**src/rtl/khazad_pkg.sv**
```systemverilog
// KHAZAD shared definitions: round count, key width, GF(2^8) helpers, theta coefficients, FSM states.
// Latency: none (constants and pure combinational functions).
// Backpressure: not applicable.
package khazad_pkg;

   localparam int ROUNDS_DEF = 8;
   localparam int KEY_W_DEF  = 64;

   // Field polynomial x^8 + x^4 + x^3 + x^2 + 1.
   localparam logic [8:0] GF_POLY = 9'h11D;

   // First row of the theta matrix, h[0] in the top byte.
   localparam logic [63:0] H_COEF = 64'h0103040506080B07;

   typedef enum logic {
      LOAD = 1'b0,
      EMIT = 1'b1
   } state_e;

   // Multiply by x modulo GF_POLY.
   function automatic logic [7:0] gf_xtime(input logic [7:0] a);
      return {a[6:0], 1'b0} ^ (a[7] ? GF_POLY[7:0] : 8'h00);
   endfunction

   // a * c over GF(2^8); c is normally a constant, so the unused xtime stages fold away.
   function automatic logic [7:0] gf_mul8(input logic [7:0] a, input logic [7:0] c);
      logic [7:0] acc;
      logic [7:0] pw;
      acc = 8'h00;
      pw  = a;
      for (int b = 0; b < 8; b++) begin
         if (c[b]) begin
            acc = acc ^ pw;
         end
         pw = gf_xtime(pw);
      end
      return acc;
   endfunction

   // h[idx], idx 0..7.
   function automatic logic [7:0] h_coef(input logic [2:0] idx);
      return H_COEF[{3'd7 - idx, 3'b000} +: 8];
   endfunction

endpackage

```
**src/rtl/khazad_theta.sv**
```systemverilog
// KHAZAD theta layer: 64-bit row vector times the involutional matrix H[i][j] = h[i^j].
// Latency: purely combinational, zero cycles.
// Backpressure: none; output follows input.
module khazad_theta
   import khazad_pkg::*;
(
   input  logic [63:0] in_dat,
   output logic [63:0] out_dat
);

   // Output byte j is the XOR over input bytes i of in[i] * h[i^j]; byte 0 is the top byte.
   always_comb begin
      out_dat = '0;
      for (int j = 0; j < 8; j++) begin
         for (int i = 0; i < 8; i++) begin
            out_dat[8*(7-j) +: 8] = out_dat[8*(7-j) +: 8]
                                  ^ gf_mul8(in_dat[8*(7-i) +: 8], h_coef(3'(i ^ j)));
         end
      end
   end

endmodule

```
**src/rtl/khazad_dec_key_reverser.sv**
```systemverilog
// Buffers the ROUNDS+1 encryption round keys and replays them reversed, theta applied to the inner keys.
// Latency: first decryption key valid the cycle after the last key is accepted; one key per cycle after that.
// Backpressure: in_ready only in LOAD, out_valid only in EMIT; out_key/out_last hold while out_ready is low.
module khazad_dec_key_reverser
   import khazad_pkg::*;
#(
   parameter int ROUNDS = ROUNDS_DEF,
   parameter int KEY_W  = KEY_W_DEF   // theta is defined on 64-bit keys only
)(
   input  logic             clk,
   input  logic             rst,
   input  logic             in_valid,
   output logic             in_ready,
   input  logic [KEY_W-1:0] in_key,
   output logic             out_valid,
   input  logic             out_ready,
   output logic [KEY_W-1:0] out_key,
   output logic             out_last,
   output logic             busy
);

   localparam int               IDX_W    = $clog2(ROUNDS + 1);
   localparam logic [IDX_W-1:0] IDX_LAST = IDX_W'(ROUNDS);

   state_e           state_q, state_d;
   logic [IDX_W-1:0] wr_idx_q, wr_idx_d;
   logic [IDX_W-1:0] rd_idx_q, rd_idx_d;
   logic [KEY_W-1:0] mem_q [ROUNDS+1];
   logic [KEY_W-1:0] mem_d [ROUNDS+1];

   logic             in_fire;
   logic             out_fire;
   logic             rd_at_end;
   logic [KEY_W-1:0] sel_key;
   logic [KEY_W-1:0] theta_key;

   // Handshake enables are decoded straight from the state register, so they never glitch.
   assign in_ready  = (state_q == LOAD);
   assign out_valid = (state_q == EMIT);
   assign busy      = (state_q == EMIT);
   assign out_last  = (state_q == EMIT) && (rd_idx_q == '0);
   assign in_fire   = in_valid & in_ready;
   assign out_fire  = out_valid & out_ready;

   // Key store write: the accepted key lands at the current write slot.
   always_comb begin
      for (int k = 0; k <= ROUNDS; k++) begin
         mem_d[k] = mem_q[k];
      end
      if (in_fire) begin
         mem_d[wr_idx_q] = in_key;
      end
   end

   // Next-state logic: fill slots 0..ROUNDS, then drain from ROUNDS down to 0.
   always_comb begin
      state_d  = state_q;
      wr_idx_d = wr_idx_q;
      rd_idx_d = rd_idx_q;
      case (state_q)
         LOAD: begin
            if (in_fire) begin
               if (wr_idx_q == IDX_LAST) begin
                  state_d  = EMIT;
                  wr_idx_d = '0;
                  rd_idx_d = IDX_LAST;
               end else begin
                  wr_idx_d = wr_idx_q + 1'b1;
               end
            end
         end
         EMIT: begin
            if (out_fire) begin
               if (rd_idx_q == '0) begin
                  state_d = LOAD;
               end else begin
                  rd_idx_d = rd_idx_q - 1'b1;
               end
            end
         end
         default: begin
            state_d = LOAD;
         end
      endcase
   end

   // Control registers; reset aborts any partial load or drain.
   always_ff @(posedge clk or posedge rst) begin
      if (rst) begin
         state_q  <= LOAD;
         wr_idx_q <= '0;
         rd_idx_q <= '0;
      end else begin
         state_q  <= state_d;
         wr_idx_q <= wr_idx_d;
         rd_idx_q <= rd_idx_d;
      end
   end

   // Key storage carries no reset; contents are only read after a full load.
   always_ff @(posedge clk) begin
      for (int k = 0; k <= ROUNDS; k++) begin
         mem_q[k] <= mem_d[k];
      end
   end

   khazad_theta u_theta (
      .in_dat  (sel_key),
      .out_dat (theta_key)
   );

   // Output mux: the outermost keys pass through untouched, the inner ones go through theta.
   always_comb begin
      sel_key   = mem_q[rd_idx_q];
      rd_at_end = (rd_idx_q == IDX_LAST) || (rd_idx_q == '0);
      out_key   = rd_at_end ? sel_key : theta_key;
   end

endmodule

```
**config.mk**
```make
export PLATFORM = sky130hd
export DESIGN_NAME = khazad_dec_key_reverser
export DESIGN_NICKNAME = d
export VERILOG_FILES = /design/src/rtl/khazad_pkg.sv /design/src/rtl/khazad_theta.sv /design/src/rtl/khazad_dec_key_reverser.sv
export SDC_FILE = /design/constraint.sdc
export NUM_CORES = 1
export LEC_CHECK = 0
export BUFFER_PORTS_ARGS = -buffer_cell sky130_fd_sc_hd__clkbuf_2
export CAP_MARGIN = 20
export CELL_PAD_IN_SITES_DETAIL_PLACEMENT = 1
export CELL_PAD_IN_SITES_GLOBAL_PLACEMENT = 1
export CORE_ASPECT_RATIO = 2
export CORE_MARGIN = 3
export CORE_UTILIZATION = 55
export CTS_BUF_LIST = sky130_fd_sc_hd__clkbuf_2 sky130_fd_sc_hd__clkbuf_4 sky130_fd_sc_hd__clkbuf_8
export DETAILED_ROUTE_END_ITERATION = 8
export GPL_ROUTABILITY_DRIVEN = 1
export GPL_TIMING_DRIVEN = 0
export PLACE_DENSITY = 0.82
export SLEW_MARGIN = 0
export SYNTH_ARGS = -nofsm -noshare
export SYNTH_HDL_FRONTEND = slang
export SYNTH_SLANG_ARGS = --single-unit
```
**constraint.sdc**
```tcl
create_clock -name clk -period 10.3 [get_ports clk]
set_input_delay 1.545 -clock clk [delete_from_list [all_inputs] [get_ports clk]]
set_output_delay 1.545 -clock clk [all_outputs]
set_load 0.02 [all_outputs]
```
==> flow_summary.ini <==
[synth]
ys_types = 50
syn_area_um2 = 29700
syn_inst = 1757
ys_warn_count = 0
synth-seq-cells = 585
synth-seq-area-share_pct = 59.0
syn_avg_cell_area_um2 = 16.9
syn-num-nets = 1830

[cts]
cts.sinks = 585
htreeDepth = 3
numCtsBuffers = 71
ctsResizeCount = 0
cts_tree = yes
holdBufCountCts = 0
cts_root_buf = clkbuf_8
cts_max_path_buffers = 3
clkTransAtPathRegs_ps = 70
cts_setup_buffers = 0
clkLatencyLatePin_ps = 680

[grt]
grt_pass1_wl_um = 133000
grt_pass1_vias = 18300
grt_usage_pct = 33.4
grt_max_degree = 48
grt.overflow.total = 0
antenna_found_initial = 11

[floorplan]
die_h_um = 335
floorplan.initialDensity_pct = 56.0
io_pins = 136
fp-row-count = 119
core_area_um2 = 53000
dieWidth_um = 170
fp.dieArea_um2 = 57000

[job]
drv_cap = 0

[worst_setup_path]
reg2reg_setup_slack_ps = 6740
slowest_delay_ps = 800
critPathKind = flop to primary output
path_cells = buf_2 -> nand2b_1 -> buf_2 -> buf_1 -> o22ai_1 -> o31ai_1 -> buf_4 -> xor2_2 -> xnor3_1 -> xnor2_1 -> xnor3_1 -> nand2_1 -> xor2_1 -> clkbuf_2
worst-endpoint-arrival_ps = 6110
startpoint_type = flop
worstSetupEndpointType = primary output
crit_slowest_cell = o31ai_1
worstPathRequired_ps = 8760
crit_fanout = 10

[status]
status = finished clean

[routing]
via_per_inst = 6.20
wirelength_um = 94100
drt_first_pass_iters = 5
drtIter0Drc = 1362
ant_nets = 0
via_count = 16900
route.detailed.drc = 0
wl_per_cell_um = 34.6

[cells_and_area]
nets = 2073
syn_to_final_growth_pct = 11.5
instances_no_fill = 2721
drive_gt1_share_pct = 27.8
post-route-util_pct = 62.5

[place]
place_ws_ps = 3290
dp.cells = 2586
io_buffers = 135
dp_hpwl_um = 67300
gp_congestion = 0.992

[sta]
worstMarginPinSlew_ps = 1220
min_period_ps = 7650
hold_ws_ps = 605
maxSlewHeadroom_pct = 18.3
slew_violations = 0
min_period_over_period_pct = 74.3
setup-violations-final = 0
rsz0062_at_grt = no
hold_viol_final = 0
max_freq_ghz = 0.131
fin_skew_ps = 28.3
setup_ws_ps = 2650

[min_path]
min_path_type = flop to flop
-- cells in the final DEF (no fill, tap or decap), types with 16 or more instances in the layout --
cell	instances
buf_6	16
buf_2	18
clkbuf_2	135
clkbuf_8	74
a22o_1	32
clkbuf_4	19
mux2_2	99
mux2i_1	81
buf_4	36
mux4_2	62
nand2_1	78
edfxtp_1	576
xnor3_1	62
xor2_1	133
o22ai_1	31
xnor2_1	333
nor2_1	27
-- per-layer routing --
metal / vias up / part of all wire [%] / global-route usage, %
li1: 7055 / - / -
met5: - / 0.0096 / 0
met2: 807 / 53 / 59.0
met4: 2 / 8.6 / 23.4
met1: 8678 / 33 / 35.3
met3: 330 / 5.7 / 6.39
-- worst max-delay path: cells and delay by family, from the launching register on --
family / cells / cell delay, ps
buffers and inverters: 5 / 1860
XOR/XNOR: 5 / 1810
AO/OA/AOI/OAI: 2 / 990
flip-flops: 1 / 380
AND/OR/NAND/NOR: 2 / 380
-- final timing paths --
| kind | startpoint | endpoint | depth (start not counted) |
|---|---|---|---|
| max in group asynchronous | rst | wr_idx_q[2] | 2 |
| hold / removal | wr_idx_q[2] | wr_idx_q[2] | 3 |
| min in group asynchronous | rst | rd_idx_q[1] | 2 |
| setup / recovery | rd_idx_q[2] | out_key[2] | 14 |
| setup reg to reg | rd_idx_q[2] | busy | 8 |
| hold reg to reg | wr_idx_q[2] | wr_idx_q[2] | 3 |
-- sequential cells by signal (all words and copies together) (netlist names) --
name,count
rd_idx_q,4
wr_idx_q,4
mem_q,576
busy,1
-- synth_stat cells (all sizes together) --
cell type,instances,share of area (%)
nor3,2,0.034
xnor2,339,10
ha,5,0.21
nor2b,2,0.042
and4b,1,0.034
o2bb2ai,4,0.12
dfrtp,9,0.76
dlygate4sd1,1,0.029
a21oi,11,0.19
nand2b,2,0.042
o22ai,31,0.65
and3,3,0.063
o211ai,2,0.051
buf,61,1.7
nor2,27,0.34
nand3,4,0.067
inv,8,0.10
edfxtp,576,58
mux4,62,4.7
o21a,1,0.025
nor4b,1,0.029
o21ai,17,0.29
xor3,13,1.0
and2,3,0.063
a22o,32,0.94
xor2,145,4.7
mux2,99,3.8
mux2i,105,4.1
o221ai,2,0.059
clkbuf,13,0.16
nor4,1,0.021
o31ai,34,1.7
nor3b,1,0.025
xnor3,62,4.7
nand2,78,0.99
-- per-stage QoR --
stage | setup TNS [ps] | area, µm²
after floorplan | 0 | 29700
final | 0 | 33100
after detailed placement | 0 | 31700
after global placement | -402750 | 31200
after CTS | 0 | 33000
after global routing | 0 | 33100
-- cell families after synthesis --
group,after synthesis,share of synthesized area (%)
muxes,266,12.6
buffers and inverters,83,1.98
AOI/OAI and AO/OA,134,3.99
DFF,585,59.0
adders and majority gates,5,0.211
and+or+nand+nor,125,1.75
xor gates and xnor gates,559,20.5
-- layout make-up --
class                   count  area (µm²)
diodes                     10        25.0
fillers                  4767       19900
plain buffers              75         559
flip-flops and latches    585       17500
clock inverters            27         243
clock buffers              92        1150
repair buffers            170        1120
well taps                 665         832
multi-input cells        1089       11600
inverters                   8        32.5
Power is not shown: default switching activity piles up to over one toggle a cycle in this logic, so the estimate is an artifact.
